===== src/rtl/mesh_edge_port_bank.sv =====
`default_nettype none
// ============================================================================
// Module   : mesh_edge_port_bank
// Purpose  : Bank of mesh boundary ports. Each port has a credit-gated
//            injection path and a buffered receive path that returns credits.
// Revision : 1.0 - initial release
// ============================================================================
module mesh_edge_port_bank #(
    parameter int NUM_PORTS     = 2,
    parameter int CHANNEL_WIDTH = 32,
    parameter int TX_CREDITS    = 4,
    parameter int RX_DEPTH      = 4,
    parameter int CNT_WIDTH     = 16
) (
    input  logic                                   clk,
    input  logic                                   reset,
    input  logic [NUM_PORTS*(CHANNEL_WIDTH-1)-1:0] tx_data,
    input  logic [NUM_PORTS-1:0]                   tx_valid,
    output logic [NUM_PORTS-1:0]                   tx_ready,
    output logic [NUM_PORTS*CHANNEL_WIDTH-1:0]     channel_dout,
    input  logic [NUM_PORTS-1:0]                   credit_in_din,
    input  logic [NUM_PORTS*CHANNEL_WIDTH-1:0]     channel_din,
    output logic [NUM_PORTS-1:0]                   credit_out_dout,
    output logic [NUM_PORTS*(CHANNEL_WIDTH-1)-1:0] rx_data,
    output logic [NUM_PORTS-1:0]                   rx_valid,
    input  logic [NUM_PORTS-1:0]                   rx_ready,
    output logic [NUM_PORTS*CNT_WIDTH-1:0]         tx_count,
    output logic [NUM_PORTS*CNT_WIDTH-1:0]         rx_count,
    output logic [NUM_PORTS*2-1:0]                 err_flags
);

    localparam int c_PW     = CHANNEL_WIDTH - 1;
    localparam int c_CRED_W = $clog2(TX_CREDITS + 1);
    localparam int c_AW     = $clog2(RX_DEPTH);
    localparam int c_PTR_W  = c_AW + 1;

    localparam logic [c_CRED_W-1:0]  c_CRED_MAX = c_CRED_W'(TX_CREDITS);
    localparam logic [c_CRED_W-1:0]  c_CRED_ONE = c_CRED_W'(1);
    localparam logic [c_PTR_W-1:0]   c_PTR_ONE  = c_PTR_W'(1);
    localparam logic [c_PTR_W-1:0]   c_PTR_FULL = {1'b1, {c_AW{1'b0}}};
    localparam logic [CNT_WIDTH-1:0] c_CNT_ONE  = CNT_WIDTH'(1);

    genvar p;
    generate
        for (p = 0; p < NUM_PORTS; p++) begin : g_port
            logic [c_CRED_W-1:0]      credit_q, credit_d;
            logic [CHANNEL_WIDTH-1:0] dout_q, dout_d;
            logic [CNT_WIDTH-1:0]     txc_q, txc_d, rxc_q, rxc_d;
            logic                     cerr_q, cerr_d, rerr_q, rerr_d;
            logic                     cout_q, cout_d;
            logic [c_PTR_W-1:0]       wr_q, wr_d, rd_q, rd_d;
            logic [c_PW-1:0]          mem_q [RX_DEPTH];

            logic                     w_ready, w_xfer, w_cin, w_arrive;
            logic                     w_empty, w_full, w_pop, w_push;
            logic [c_PW-1:0]          w_tx_payload, w_rx_payload;

            assign w_tx_payload = tx_data[p*c_PW +: c_PW];
            assign w_rx_payload = channel_din[p*CHANNEL_WIDTH+1 +: c_PW];
            assign w_arrive     = channel_din[p*CHANNEL_WIDTH];
            assign w_cin        = credit_in_din[p];

            assign w_ready = (credit_q != '0);
            assign w_xfer  = tx_valid[p] & w_ready;
            assign w_empty = (wr_q == rd_q);
            assign w_full  = ((wr_q ^ rd_q) == c_PTR_FULL);
            assign w_pop   = ~w_empty & rx_ready[p];
            // A full FIFO can still take a flit when the head leaves this cycle.
            assign w_push  = w_arrive & (~w_full | w_pop);

            always_comb begin
                credit_d = credit_q;
                dout_d   = '0;
                txc_d    = txc_q;
                rxc_d    = rxc_q;
                cerr_d   = cerr_q;
                rerr_d   = rerr_q;
                cout_d   = w_pop;
                wr_d     = wr_q;
                rd_d     = rd_q;

                if (w_xfer) begin
                    dout_d = {w_tx_payload, 1'b1};
                    txc_d  = txc_q + c_CNT_ONE;
                end

                if (w_xfer && !w_cin) begin
                    credit_d = credit_q - c_CRED_ONE;
                end else if (w_cin && !w_xfer) begin
                    if (credit_q == c_CRED_MAX) begin
                        cerr_d = 1'b1;
                    end else begin
                        credit_d = credit_q + c_CRED_ONE;
                    end
                end

                if (w_pop) begin
                    rd_d = rd_q + c_PTR_ONE;
                end
                if (w_push) begin
                    wr_d  = wr_q + c_PTR_ONE;
                    rxc_d = rxc_q + c_CNT_ONE;
                end else if (w_arrive) begin
                    rerr_d = 1'b1;
                end
            end

            always_ff @(posedge clk or negedge reset) begin
                if (!reset) begin
                    credit_q <= c_CRED_MAX;
                    dout_q   <= '0;
                    txc_q    <= '0;
                    rxc_q    <= '0;
                    cerr_q   <= 1'b0;
                    rerr_q   <= 1'b0;
                    cout_q   <= 1'b0;
                    wr_q     <= '0;
                    rd_q     <= '0;
                end else begin
                    credit_q <= credit_d;
                    dout_q   <= dout_d;
                    txc_q    <= txc_d;
                    rxc_q    <= rxc_d;
                    cerr_q   <= cerr_d;
                    rerr_q   <= rerr_d;
                    cout_q   <= cout_d;
                    wr_q     <= wr_d;
                    rd_q     <= rd_d;
                end
            end

            // Storage needs no reset; the pointers define which entries are live.
            always_ff @(posedge clk) begin
                if (w_push) begin
                    mem_q[wr_q[c_AW-1:0]] <= w_rx_payload;
                end
            end

            assign tx_ready[p]                             = w_ready;
            assign channel_dout[p*CHANNEL_WIDTH +: CHANNEL_WIDTH] = dout_q;
            assign credit_out_dout[p]                      = cout_q;
            assign rx_valid[p]                             = ~w_empty;
            assign rx_data[p*c_PW +: c_PW]                 = mem_q[rd_q[c_AW-1:0]];
            assign tx_count[p*CNT_WIDTH +: CNT_WIDTH]      = txc_q;
            assign rx_count[p*CNT_WIDTH +: CNT_WIDTH]      = rxc_q;
            assign err_flags[p*2 +: 2]                     = {cerr_q, rerr_q};
        end
    endgenerate

endmodule
`default_nettype wire

===== config.mk =====
export PLATFORM = sky130hd
export DESIGN_NAME = mesh_edge_port_bank
export DESIGN_NICKNAME = d
export VERILOG_FILES = /design/src/rtl/mesh_edge_port_bank.sv
export SDC_FILE = /design/constraint.sdc
export NUM_CORES = 1
export LEC_CHECK = 0
export BUFFER_PORTS_ARGS = -buffer_cell sky130_fd_sc_hd__buf_2
export CELL_PAD_IN_SITES_DETAIL_PLACEMENT = 0
export CELL_PAD_IN_SITES_GLOBAL_PLACEMENT = 1
export CORE_ASPECT_RATIO = 1.5
export CORE_UTILIZATION = 30
export DETAILED_ROUTE_END_ITERATION = 12
export GPL_ROUTABILITY_DRIVEN = 0
export PLACE_DENSITY = 0.65
export SKIP_CTS_REPAIR_TIMING = 1
export SLEW_MARGIN = 10
export SYNTH_ARGS = -nofsm -noshare
export SYNTH_HDL_FRONTEND = slang
export SYNTH_SLANG_ARGS = --single-unit

===== constraint.sdc =====
create_clock -name clk -period 2.8 [get_ports clk]
set_input_delay 0.84 -clock clk [delete_from_list [all_inputs] [get_ports clk]]
set_output_delay 0.84 -clock clk [all_outputs]
set_load 0.02 [all_outputs]

==> Word level (Yosys, flattened, before mapping) <==
Memory sizes are Yosys's and may differ from the RTL's.
Index checks and enable logic that the tools add are counted.
{ "totals": {"ff_bits": 152, "ram_bits": 248, "input_bits": 134, "elab_cells": 88, "mem_count": 2} }
{ "classes": {"n_addsub": 12, "eq_ne": 8, "n_mux": 12, "n_bitwise": 18, "n_reduce_logical": 18} }
{ "mem_list": {"columns": ["name", "depth", "width", "rd", "rd_clocked_by_memory_dff", "write_ports", "line", "text"], "rows": [
  ["g_port[0].mem_q", 4, 31, 1, 0, 1, "52", "logic [c_PW-1:0] mem_q [RX_DEPTH];"],
  ["g_port[1].mem_q", 4, 31, 1, 0, 1, "52", null]
]} }
{ "op_table": {"columns": ["operator", "count"], "rows": [
  ["adder 16 x 1 -> 16 bit, second input constant", 4],
  ["two-way mux 32 bit", 2],
  ["adder 3 x 1 -> 3 bit, second input constant", 6],
  ["two-way mux 3 bit", 6],
  ["equality test 3 bit, second input constant", 4],
  ["NOT 1 bit", 8],
  ["AND reduction 2 bit", 4],
  ["AND 1 bit", 6],
  ["equality test 3 bit", 2],
  ["AND reduction 3 bit", 2],
  ["nonzero test 3 bit", 2],
  ["subtractor 3 x 1 -> 3 bit, second input constant", 2],
  ["bitwise XOR 3 bit", 2],
  ["logical AND 1 bit", 4],
  ["zero test 1 bit", 4],
  ["two-way mux 1 bit", 4],
  ["inequality test 2 bit, second input constant", 2],
  ["nonzero test 2 bit", 2],
  ["OR 1 bit", 2]
]} }

==> Depth between registers and ports, before layout <==
{ "depth": {"word_depth": 7, "depth_mapped": 10} }

==> Least setup slack after synthesis <==
Ideal clock, no wire load.
{ "synth_timing": {"path_type": "input to register", "start": "in channel_din[32]", "end": "mem g_port[1].mem_q[3][0] (netlist name), enable pin", "arrival_ps": 2659, "t_required_ps": 2378, "path_slack_ps": -281, "cell_stages": 4, "cell_sequence": "inv_1 a41o_1 buf_2 nor2_1"} }
{ "synth_via": {"elab_chain_len": 3} }
{ "synth_lines": {"columns": ["item", "line", "text"], "rows": [
  ["start: declaration", "22", "input logic [NUM_PORTS*CHANNEL_WIDTH-1:0] channel_din,"],
  ["AND 1 bit", "69", "assign w_push = w_arrive & (~w_full | w_pop);"],
  ["two-way mux 1 bit", "134", "if (w_push) begin"],
  ["two-way mux 1 bit (implied by the code)", "135", "mem_q[wr_q[c_AW-1:0]] <= w_rx_payload;"],
  ["end: declaration", "52", null]
]} }
No other way between the ends.

==> Final worst setup path <==
{ "layout_timing": {"start": "reg g_port[0].rd_q[0]", "end": "out rx_data[25]"} }
{ "layout_via": {"elab_chain_len": 1} }
{ "layout_lines": {"columns": ["item", "line", "text"], "rows": [
  ["start: declaration", "51", "logic [c_PTR_W-1:0] wr_q, wr_d, rd_q, rd_d;"],
  ["start signal: assignment", "128", "rd_q <= rd_d;"],
  ["memory read (4 x 31 bit)", null, null],
  ["end: declaration", "24", "output logic [NUM_PORTS*(CHANNEL_WIDTH-1)-1:0] rx_data,"]
]} }
No other way between the ends.

==> impl_metrics.csv <==
group,metric,value,unit
die,die_x,186,um
worst_setup_path,worstRegToRegCells,5,
global_routing,grt_pass1_vias,9227,
drt,ant_nets,0,
hold_path,hold_class,"in2async",
placed_design,dp.cells,1838,
worst_setup_path,crit_path_end,"rx_data[25]",
global_routing,globalRouteOverflowTotal,0,
die,core,49900,um^2
synthesis,synth.most_common_cell,"edfxtp_1",
clock_network,cts_tree,"yes",
layout,drive_gt1_frac,0.405,
worst_setup_path,crit_arrival,1.93,ns
worst_setup_path,crit_buf_inv,2,
clock_network,cts_inserted_buffers,39,
timing,setup_viol,0,
worst_setup_path,cp-end-kind,"output pin",
synthesis,yosysWarnings,0,
layout,synthToLayoutAreaGrowth,28.0,%
die,dieArea,51800,um^2
power,max-vdd-ir-drop,538,uV
synthesis,syn_area,15200,um^2
worst_setup_path,r2r_slack,0.48,ns
placed_design,placed_area,17900,um^2
timing,fin_crit,2.77,ns
power,p_per_area,1070,nW/um^2
die,io_pins,334,
die,die_h,278,um
job,max_cap_violations,0,
worst_setup_path,critPathSlowestCell,"mux4_2",
global_routing,grt_max_degree,56,
layout,num-nets-final,1376,
timing,finClkSkew,0.0110,ns
power,power_switching,6.96,mW
clock_network,clock-sinks,400,
layout,final_cell_area,19500,um^2
synthesis,yosysSeqAreaShare,0.738,
worst_setup_path,cpPeakStageDelay,0.50,ns
worst_setup_path,crit_required,1.96,ns
synthesis,synth.area.top_cells,"edfxtp_1 49%, dfrtp_1 25%, mux4_2 9.2%, and2_1 2.7%, xnor2_1 2.6%",
synthesis,synthArstFlopShare,0.380,
timing,slew_violations,0,
synthesis,synth.top_cell.area_share,0.488,
power,intPower,13.9,mW
timing,rsz0062_at_grt,"true",
die,std_cell_rows,100,
timing,fin_tns_setup,0,ns
drt,dr.pass1.iters,6,
worst_setup_path,crit_path_cell_trace,"buf_6, mux4_2, buf_2",
clock_network,htreeDepth,2,
synthesis,syn_inst,855,
clock_network,clk_pin_slew,0.06,ns
worst_setup_path,critPathKind,"reg2out",
drt,drc,0,
synthesis,synth-edff-count,248,
placed_design,place_ws,0.354,ns
worst_setup_path,rr_endpoint,"g_port[0].mem_q[0][24]",
drt,post_drt_wl_per_cell,17.9,um
worst_setup_path,r2r-start,"g_port[0].rd_q[0]",
timing,relSlewSlack,0.616,
timing,setup_ws,0.0339,ns
synthesis,ys_ff_latch,400,
drt,wl,34.3,mm
power,p_seq_frac,0.401,
placed_design,numPortBuffers,333,
worst_setup_path,cp.depth,3,
power,clockPowerShare,0.264,
timing,holdWs,0.280,ns
synthesis,netlist_top_cells_count,"248 x edfxtp_1, 150 x dfrtp_1, 66 x and2_1, 62 x mux4_2, 45 x xnor2_1",
timing,tightestPinTransition,0.577,ns
worst_setup_path,crit_start,"g_port[0].rd_q[0]",
power,power.share.switching,0.333,
drt,vias,8470,
synthesis,syn_area_per_cell,17.8,um^2
synthesis,ys_types,38,
power,combPwrFrac,0.335,
clock_network,clk_path_buf_depth,3,
global_routing,grt_pass1_wl,52.1,mm
timing,finalHoldViolCount,0,
power,p_leak,7.98,nW
drt,drt_iter0_markers,299,
die,start_util,0.305,
worst_setup_path,startpoint_type,"flip-flop",
global_routing,grt_usage,0.133,
timing,timing.final.crit_share,0.988,
placed_design,dpl.hpwl,23.3,mm
clock_network,clkLatencyLatePin,0.53,ns
outcome,status,"finished clean",
layout,instances_no_fill,1918,
timing,clock.fmax,362,MHz
worst_setup_path,crit_path_max_fanout,7,
layout,fillers,4669,
synthesis,synth_top_area_cell,"edfxtp_1",
synthesis,ys.flop_type,"edfxtp_1",
worst_setup_path,cp_top_family,"multiplexers",
global_routing,antenna_found_initial,3,
clock_network,clock-root-buffer,"clkbuf_16",
drt,viasPerCell,4.42,
synthesis,synth_fp_nets,1009,
==> stage by stage <==
step | power (mW) | util
final | 20.9 | 0.391
after global routing | 22.0 | 0.391
after CTS | 20.8 | 0.386
after detailed placement | 15.2 | 0.359
after global placement | 15.1 | 0.359
after floorplan | 12.7 | -
==> state kept, by name, summed over array words and instances, names as in the netlist <==
register	cells
g_port.wr_q	6
g_port.cerr_q	2
g_port.mem_q	248
g_port.rerr_q	2
g_port.rxc_q	32
g_port.dout_q	64
g_port.credit_q	6
g_port.cout_q	2
g_port.txc_q	32
g_port.rd_q	6
==> cells in the final DEF (no fill, tap or decap), types with 7 or more instances in the layout <==
cell type	count
buf_2	305
edfxtp_1	248
dfrtp_1	148
and2_1	66
mux4_2	62
xnor2_1	44
clkbuf_16	42
xor2_1	34
inv_1	33
buf_6	29
nand2_1	27
nand3_1	23
nor2_1	19
nand4_1	18
ha_1	18
buf_4	15
buf_12	11
nor3_1	10
and3_1	8
nor4_1	8
clkinv_2	8
mux2_2	7
==> logic make-up after synthesis <==
| logic type | Yosys count | share of synthesized area |
|---|---|---|
| mux | 69 | 0.0967 |
| compound gates | 25 | 0.0122 |
| fa+ha+maj | 20 | 0.0174 |
| buf+inv | 69 | 0.0208 |
| simple gates | 193 | 0.0696 |
| xor+xnor | 79 | 0.0454 |
| flops | 400 | 0.738 |
==> worst min-delay path by stage <==
stage | start | end
after floorplan | g_port[0].rerr_q | g_port[0].rerr_q
after global placement | g_port[1].rerr_q | g_port[1].rerr_q
after detailed placement | g_port[1].cerr_q | g_port[1].cerr_q
after CTS | reset | g_port[1].rxc_q[0]
after global routing | reset | g_port[0].dout_q[17]
final | reset | g_port[0].dout_q[17]
==> metal layers <==
metal | share of wire | track usage | vias up
met5 | 0 | 0 | -
met4 | 0.028 | 0.0481 | 0
met3 | 0.062 | 0.0318 | 57
met2 | 0.53 | 0.240 | 271
met1 | 0.38 | 0.148 | 4240
li1 | - | - | 3902
==> area by class of cell <==
cell class / count / area [um^2] / share of cell area
Inverter: 33 / 124 / 0.00634
Sequential cell: 400 / 11300 / 0.577
Timing Repair Buffer: 362 / 2240 / 0.115
Clock inverter: 25 / 308 / 0.0158
Clock buffer: 47 / 1050 / 0.0536
Antenna cell: 2 / 5.00 / 0.000256
Multi-Input combinational cell: 386 / 3720 / 0.190
Tap cell: 663 / 830 / 0.0425
==> power groups by stage <==
stage,combinational [mW],clock (mW),sequential (mW)
6_report,7.00,5.52,8.37
5_1_grt,7.59,5.88,8.52
4_1_cts,6.65,5.70,8.40
3_5_place_dp,6.64,0,8.51
3_3_place_gp,6.61,0,8.46
2_1_floorplan,3.96,0,8.72
(Power assumes the default switching activity.)
